`src/rtl/frame_writer_pkg.sv`:
```
// Shared encodings for the double-buffered LED frame writer: command opcodes,
// pixel colour encoding, controller states and the default matrix size.
package frame_writer_pkg;

  localparam int DIM_DEFAULT = 16;

  typedef enum logic [1:0] {
    OP_NOP    = 2'b00,
    OP_WRITE  = 2'b01,
    OP_CLEAR  = 2'b10,
    OP_COMMIT = 2'b11
  } cmd_op_t;

  typedef enum logic [1:0] {
    COLOR_OFF   = 2'b00,
    COLOR_RED   = 2'b01,
    COLOR_GREEN = 2'b10,
    COLOR_AMBER = 2'b11
  } color_t;

  typedef enum logic [1:0] {
    ST_IDLE      = 2'b00,
    ST_CLEAR     = 2'b01,
    ST_WAIT_SYNC = 2'b10
  } fw_state_t;

  // Colour bit 0 drives the red plane, bit 1 the green plane.
  function automatic logic color_red(input logic [1:0] color);
    return color[0];
  endfunction

  function automatic logic color_grn(input logic [1:0] color);
    return color[1];
  endfunction

endpackage

```
`src/rtl/frame_writer.sv`:
```
// Double-buffered frame writer for a DIM x DIM red/green LED matrix.
// Commands edit a back buffer; COMMIT copies it to the displayed front buffer.
// Optional feature macro: FRAME_WRITER_VSYNC_EN -- when defined, a COMMIT waits
// for the scan driver's vsync pulse; otherwise it completes on the next cycle.
module frame_writer
  import frame_writer_pkg::*;
#(
  parameter int DIM = DIM_DEFAULT
) (
  input  logic                     CLK,
  input  logic                     RST,
  input  logic                     cmd_valid,
  input  logic [1:0]               cmd_op,
  input  logic [3:0]               cmd_x,
  input  logic [3:0]               cmd_y,
  input  logic [1:0]               cmd_color,
  output logic                     cmd_ready,
  input  logic                     vsync,
  output logic [DIM-1:0][DIM-1:0]  RedPixels,
  output logic [DIM-1:0][DIM-1:0]  GrnPixels,
  output logic                     commit_done,
  output logic [7:0]               frame_count
);

  localparam int ROW_W = (DIM > 1) ? $clog2(DIM) : 1;
  localparam logic [ROW_W-1:0] ROW_LAST = ROW_W'(DIM - 1);

  fw_state_t                state;
  logic [ROW_W-1:0]         row_cnt;
  logic [DIM-1:0][DIM-1:0]  back_red;
  logic [DIM-1:0][DIM-1:0]  back_grn;
  logic                     cmd_take;
  logic                     sync_hit;

  assign cmd_take = cmd_valid && cmd_ready;

`ifdef FRAME_WRITER_VSYNC_EN
  assign sync_hit = vsync;
`else
  // vsync is deliberately ignored: a pending commit fires on the next cycle.
  // The OR keeps the port referenced without changing the result.
  assign sync_hit = vsync | 1'b1;
`endif

  // Controller FSM, back-buffer edits, row-wise clear and front-buffer swap.
  always_ff @(posedge CLK or negedge RST) begin
    if (!RST) begin
      state       <= ST_IDLE;
      cmd_ready   <= 1'b0;
      row_cnt     <= '0;
      commit_done <= 1'b0;
      frame_count <= 8'd0;
      back_red    <= '0;
      back_grn    <= '0;
      RedPixels   <= '0;
      GrnPixels   <= '0;
    end else begin
      commit_done <= 1'b0;
      case (state)
        ST_IDLE: begin
          cmd_ready <= 1'b1;
          if (cmd_take) begin
            case (cmd_op_t'(cmd_op))
              OP_WRITE: begin
                back_red[cmd_y][cmd_x] <= color_red(cmd_color);
                back_grn[cmd_y][cmd_x] <= color_grn(cmd_color);
              end
              OP_CLEAR: begin
                state     <= ST_CLEAR;
                row_cnt   <= '0;
                cmd_ready <= 1'b0;
              end
              OP_COMMIT: begin
                state     <= ST_WAIT_SYNC;
                cmd_ready <= 1'b0;
              end
              default: ;
            endcase
          end
        end
        ST_CLEAR: begin
          back_red[row_cnt] <= '0;
          back_grn[row_cnt] <= '0;
          row_cnt           <= row_cnt + 1'b1;
          if (row_cnt == ROW_LAST) begin
            state     <= ST_IDLE;
            cmd_ready <= 1'b1;
          end
        end
        ST_WAIT_SYNC: begin
          if (sync_hit) begin
            RedPixels   <= back_red;
            GrnPixels   <= back_grn;
            frame_count <= frame_count + 8'd1;
            commit_done <= 1'b1;
            state       <= ST_IDLE;
            cmd_ready   <= 1'b1;
          end
        end
        default: begin
          state     <= ST_IDLE;
          cmd_ready <= 1'b0;
        end
      endcase
    end
  end

endmodule

```
`config.mk`:
```
export PLATFORM = sky130hd
export DESIGN_NAME = frame_writer
export DESIGN_NICKNAME = d
export VERILOG_FILES = /design/src/rtl/frame_writer_pkg.sv /design/src/rtl/frame_writer.sv
export SDC_FILE = /design/constraint.sdc
export NUM_CORES = 2
export LEC_CHECK = 0
export CORE_MARGIN = 1
export CORE_UTILIZATION = 30
export DETAILED_ROUTE_END_ITERATION = 7
export GPL_TIMING_DRIVEN = 0
export PLACE_DENSITY = 0.55
export SETUP_SLACK_MARGIN = 0.5
export SLEW_MARGIN = 0
export SYNTH_ARGS = -nofsm -noshare
export SYNTH_HDL_FRONTEND = slang
export SYNTH_SLANG_ARGS = --single-unit
export TNS_END_PERCENT = 50
```
`constraint.sdc`:
```
create_clock -name CLK -period 3.6 [get_ports CLK]
set_input_delay 0.72 -clock CLK [delete_from_list [all_inputs] [get_ports CLK]]
set_output_delay 0.72 -clock CLK [all_outputs]
set_load 0.005 [all_outputs]
```
==> Word level (Yosys, flattened, before mapping) <==
Index checks and enable logic that the tools add are counted.
{ "op_classes": {"addsub": 2, "n_mul": 0, "div_mod_pow": 0, "order_cmp": 6, "eq_ne": 11, "n_shift": 0, "n_mux": 26, "bitwise_logic": 3, "n_reduce_logical": 10} }
{ "op_table": {"columns": ["op", "n"], "rows": [
  ["$mux 256", 4],
  ["$pmux 256 s2", 2],
  ["$and 256x256->256", 2],
  ["$bwmux 256", 2],
  ["$not 256->256", 1],
  ["$demux 16 s4", 2],
  ["$mux 16", 2],
  ["$lt 4x5->1 const B", 3],
  ["$ge 4x1->1 const B", 3],
  ["$reduce_and 3->1", 3],
  ["$add 8x1->8 const B", 1],
  ["$mux 4", 2],
  ["$pmux 2 s2", 2],
  ["$pmux 4 s2", 1],
  ["$eq 2x2->1 const B", 3],
  ["$mux 1", 5],
  ["$add 4x1->4 const B", 1],
  ["$demux 1 s4", 1],
  ["$eq 2x1->1 const B", 2],
  ["$eq 4x4->1 const B", 1],
  ["$logic_and 1x1->1", 4],
  ["$mux 2", 2],
  ["$ne 2x1->1 const B", 2],
  ["$ne 2x2->1 const B", 2],
  ["5 further kinds", 5]
]} }
{ "word_totals": {"register_bits": 1040, "latchBits": 0, "ram_bits": 0, "rom_bits": 0, "input_bits": 16, "out_inout_bits": 522, "wordCells": 127, "n_memories": 0} }

==> Depth between registers and ports, before layout <==
{ "logic_depth": {"word_depth": 10, "ltp_mapped": 10, "mapped_depth_nobuf": 6} }

==> Worst setup path before layout <==
OpenSTA, ideal clock, no wires.
{ "synth_path": {"path_kind": "input to register", "from": "input cmd_x[1]", "to": "register back_grn[152] (netlist name)", "setup_ns": 0.132, "t_arrival_ns": 1.963, "required_ns": 3.468, "setup_slack_ns": 1.505, "cell_stages": 6, "path_buffers": 2, "cell_sequence": "clkbuf_1 > or4b_1 > clkbuf_2 > o21ai_0 > nand3_1 > o2bb2ai_1"} }
{ "synth_between": {"elab_chain_len": 10, "word_cells_on_any_way": 11, "classes_between": "order compare (2); mux (8); reduce/logical (1)"} }
{ "synth_rtl": {"columns": ["item", "line", "source"], "rows": [
  ["from (decl)", "frame_writer.sv:14", "input logic [3:0] cmd_x,"],
  ["$lt 4x5->1 (not written as such) or $ge 4x1->1 (tied branches)", "frame_writer.sv:66", "back_grn[cmd_y][cmd_x] <= color_grn(cmd_color);"],
  ["$logic_and 1x1->1 (not written as such)", "frame_writer.sv:66", null],
  ["$mux 1 (not written as such)", "frame_writer.sv:66", null],
  ["$demux 1 s4 *", "frame_writer.sv:66", null],
  ["$mux 16 (not written as such) *", "frame_writer.sv:66", null],
  ["$demux 16 s4 *", "frame_writer.sv:66", null],
  ["$bwmux 256 *", "frame_writer.sv:66", null],
  ["$mux 256 *", "frame_writer.sv:63", "case (cmd_op_t'(cmd_op))"],
  ["$mux 256 *", "frame_writer.sv:62", "if (cmd_take) begin"],
  ["$pmux 256 s2 *", "frame_writer.sv:59", "case (state)"],
  ["to (signal, indexed assignment)", "frame_writer.sv:66", null],
  ["to (decl)", "frame_writer.sv:31", "logic [DIM-1:0][DIM-1:0] back_grn;"]
]} }
Mark *: on every way between the ends. The rest lies on a longest branch, timed or not. The select of a mux whose other input is x is not followed.
A chain may end at the register's enable or synchronous reset.

==> Worst setup path after layout <==
{ "layout_path": {"from": "input cmd_x[0]", "to": "register back_grn[220] (netlist name)"} }
The elaborated chain is that of the path after synthesis.

==> metrics <==
Synth Flop Type=dfrtp_1; Syn Nets=approximately 3500; Post-Syn Area=between 40000 and 50000 um2; Place WS=-0.647 ns; status=finished with violations; sequential area share after synthesis=0.603; I/O pin cnt=538; post-synth cell types=55; worst-case reg-to-reg path depth=9; Worst Setup EP=back_grn[220]; crit-path max FO=11; Tot Pwr=between 30 and 40 mW; PwrDens=slightly below 700 nW/um2; hpwl dp=roughly 120 mm; final hold slack=-0.0782 ns; Max-slew headroom=-0.0330; Worst-path clk slew=about 0.06 ns; initial core utilization=0.304; Initial DRC Count=around 2600; Max-cap violations=4; final setup vio count=0; post-synth top area share=0.603; Synth Register Bits=~1000; post-route DRC violation count=0; Avg Inst Size Synth=12.6 um2; clock latency on the worst-skew pair=0.76 ns; CTS tree=done; critical path startpoint category=input pin; Clock Skews=0.0246 ns; Critical Path AT=3.69 ns; r2r endpoint=back_grn[130]; Reg area=between 20000 and 30000 um2; YS warnings=0; clock sink count=about 1000; Post-synth EDFFs=0; share of layout cells above drive strength 1=0.201; Setup CP Type=input pin to flip-flop; CTS Buf Count=approximately 120; mean routed wirelength per cell=26.7 um; Leak=22.3 nW; Critical Path RT=approximately 4.3 ns; vias in the first global route=~32000; failing checks=negative hold slack, max-capacitance violations, max-slew violations; Layout Cells excl Fill=slightly above 6000; final hold vios=about 100; total grt overflow=0; first-pass GRT wire length=234 mm; Die H=around 380 um; DR pass1 iterations=5; top cells by area, synth=dfrtp_1 60%, mux2_2 13%, o2bb2ai_1 7.2%; Critical R2R Launch=state[1]; Syn-to-layout area delta=27.7%; Worst Tran Pin Value=roughly 1.5 ns; min Tclk post-route=3.01 ns; All-Layer GR Usage=0.221; core area=approximately 140000 um2; flop2flop setup slack=slightly above 0.6 ns; clock buffer depth=3; PortBufs=between 500 and 600; initial antenna violation count=11; detail-routed via count per cell=between 5 and 6; Final Max Slew Viols=43; DRT Wirelength=between 150 and 200 mm; period utilization=0.836; Placer Congestion=~0.8; Fmax achieved=around 330 MHz; PnR worst setup slack=slightly below 0.6 ns; DIE AREA=~150000 um2; min-delay worst type=input pin to asynchronous set/reset pin; largest net degree at the start of global routing=176; Layout Nets=roughly 4100; Rows=138; number of vias in the routed layout=roughly 32000; post-synthesis cell count=3439; multi-input logic area=roughly 16000 um2; RSZ-0062 raised after global routing=yes; # fillers=about 14000; area leader, netlist=dfrtp_1; maximum VDD drop=0.000460 V; CTS H-tree depth=3; crit path from=cmd_x[0]; Async SR Flop Fraction=1.00; Clock Tree Root=clkbuf_16; nature of the critical path endpoint=flip-flop; Placed Cells=5872; die width=about 380 um; Post-DP Area=a little over 50000 um2; final instance area=55200 um2; number of nets with antenna violations after routing=0
==> power breakdown <==
| part | switching [mW] | internal (mW) |
|---|---|---|
| clock network | 5.17 | 7.36 |
| logic | 6.14 | 4.82 |
| registers | 1.21 | 13.3 |
| total | 12.5 | 25.5 |
==> logic make-up (layout without fill, tap and decap cells) <==
kind of cell | Yosys count | in the layout | share of synthesized area
mux | 515 | 515 | 0.134
simple gates | 800 | 800 | 0.0965
other cells | 0 | 7 | 0
fa+ha+maj | 9 | 9 | 0.00261
compound gates | 730 | 730 | 0.129
flops | 1040 | 1040 | 0.603
buf+inv | 338 | 1095 | 0.0334
xor+xnor | 7 | 7 | 0.00142
==> cells in the mapped netlist, drive strengths merged (5+ instances only) <==
| cell type | number |
|---|---|
| or4b | 8 |
| o22ai | 30 |
| mux2 | 514 |
| o2bb2ai | 354 |
| nor2 | 121 |
| buf | 95 |
| nand4b | 9 |
| and3 | 91 |
| nor4b | 6 |
| nand2 | 253 |
| inv | 40 |
| nor3b | 38 |
| clkbuf | 202 |
| nor3 | 44 |
| nand2b | 6 |
| o21ai | 185 |
| a21o | 5 |
| nand3 | 186 |
| a211oi | 15 |
| dfrtp | 1040 |
| ha | 9 |
| a21oi | 5 |
| a211o | 129 |
| nand4bb | 12 |
==> worst min-delay path by stage <==
stage | start | to | depth (start not counted)
2_1_floorplan | RST | GrnPixels[0] | 0
3_3_place_gp | frame_count[7] | frame_count[7] | 1
3_5_place_dp | frame_count[7] | frame_count[7] | 1
4_1_cts | RST | GrnPixels[203] | 1
5_1_grt | RST | RedPixels[166] | 1
6_report | RST | RedPixels[178] | 1
==> critical path: stages <==
cell             delay, ns
clkdlybuf4s50_1       0.47
clkbuf_1              0.24
and4bb_2              0.33
clkbuf_1              0.77
buf_2                 0.75
nand2_1               0.19
o2bb2ai_1             0.19
==> flip-flops by register name, indices dropped and copies added (netlist names) <==
register,flops
commit_done,1
back_grn,256
back_red,256
cmd_ready,1
state,2
row_cnt,4
frame_count,8
RedPixels,256
GrnPixels,256
==> timing repair <==
action                                  CTS  global route
gates resized for setup                  12            12
setup buffers                             0             0
endpoints found under the setup margin  513            43
hold endpoints to repair                131            29
==> routing by layer <==
layer / vias to the layer above / global-route usage / share of wire
met5: - / 0 / 0.00068
met4: 16 / 0.0713 / 0.031
met3: 272 / 0.0682 / 0.082
met2: 1086 / 0.344 / 0.45
met1: 16400 / 0.292 / 0.43
li1: 13900 / - / -
==> cell type report <==
cell class,count,area share
flip-flops and latches,1040,0.472
plain buffers,297,0.0238
repair buffers,544,0.101
diodes,7,0.000318
multi-input cells,2061,0.285
clock buffers,164,0.0595
well taps,1890,0.0429
clock inverters,49,0.0126
inverters,41,0.00279
==> per-stage QoR <==
stage,util,setup TNS (ns)
2_1_floorplan,-,0
3_3_place_gp,0.358,-
3_5_place_dp,0.360,-57.77
4_1_cts,0.388,0
5_1_grt,0.388,0
6_report,0.388,0
==> placed cells by master (no fill, tap or decap), types with 41 or more instances in the layout <==
| master | count |
|---|---|
| dfrtp_1 | 1040 |
| clkdlybuf4s50_1 | 535 |
| mux2_2 | 514 |
| o2bb2ai_1 | 354 |
| nand2_1 | 253 |
| clkbuf_1 | 210 |
| nand3_1 | 186 |
| o21ai_0 | 147 |
| a211o_1 | 129 |
| nor2_1 | 117 |
| clkbuf_16 | 116 |
| and3_1 | 91 |
| buf_2 | 78 |
| nor3_1 | 41 |
No activity file was read; power rests on OpenSTA's default activity.
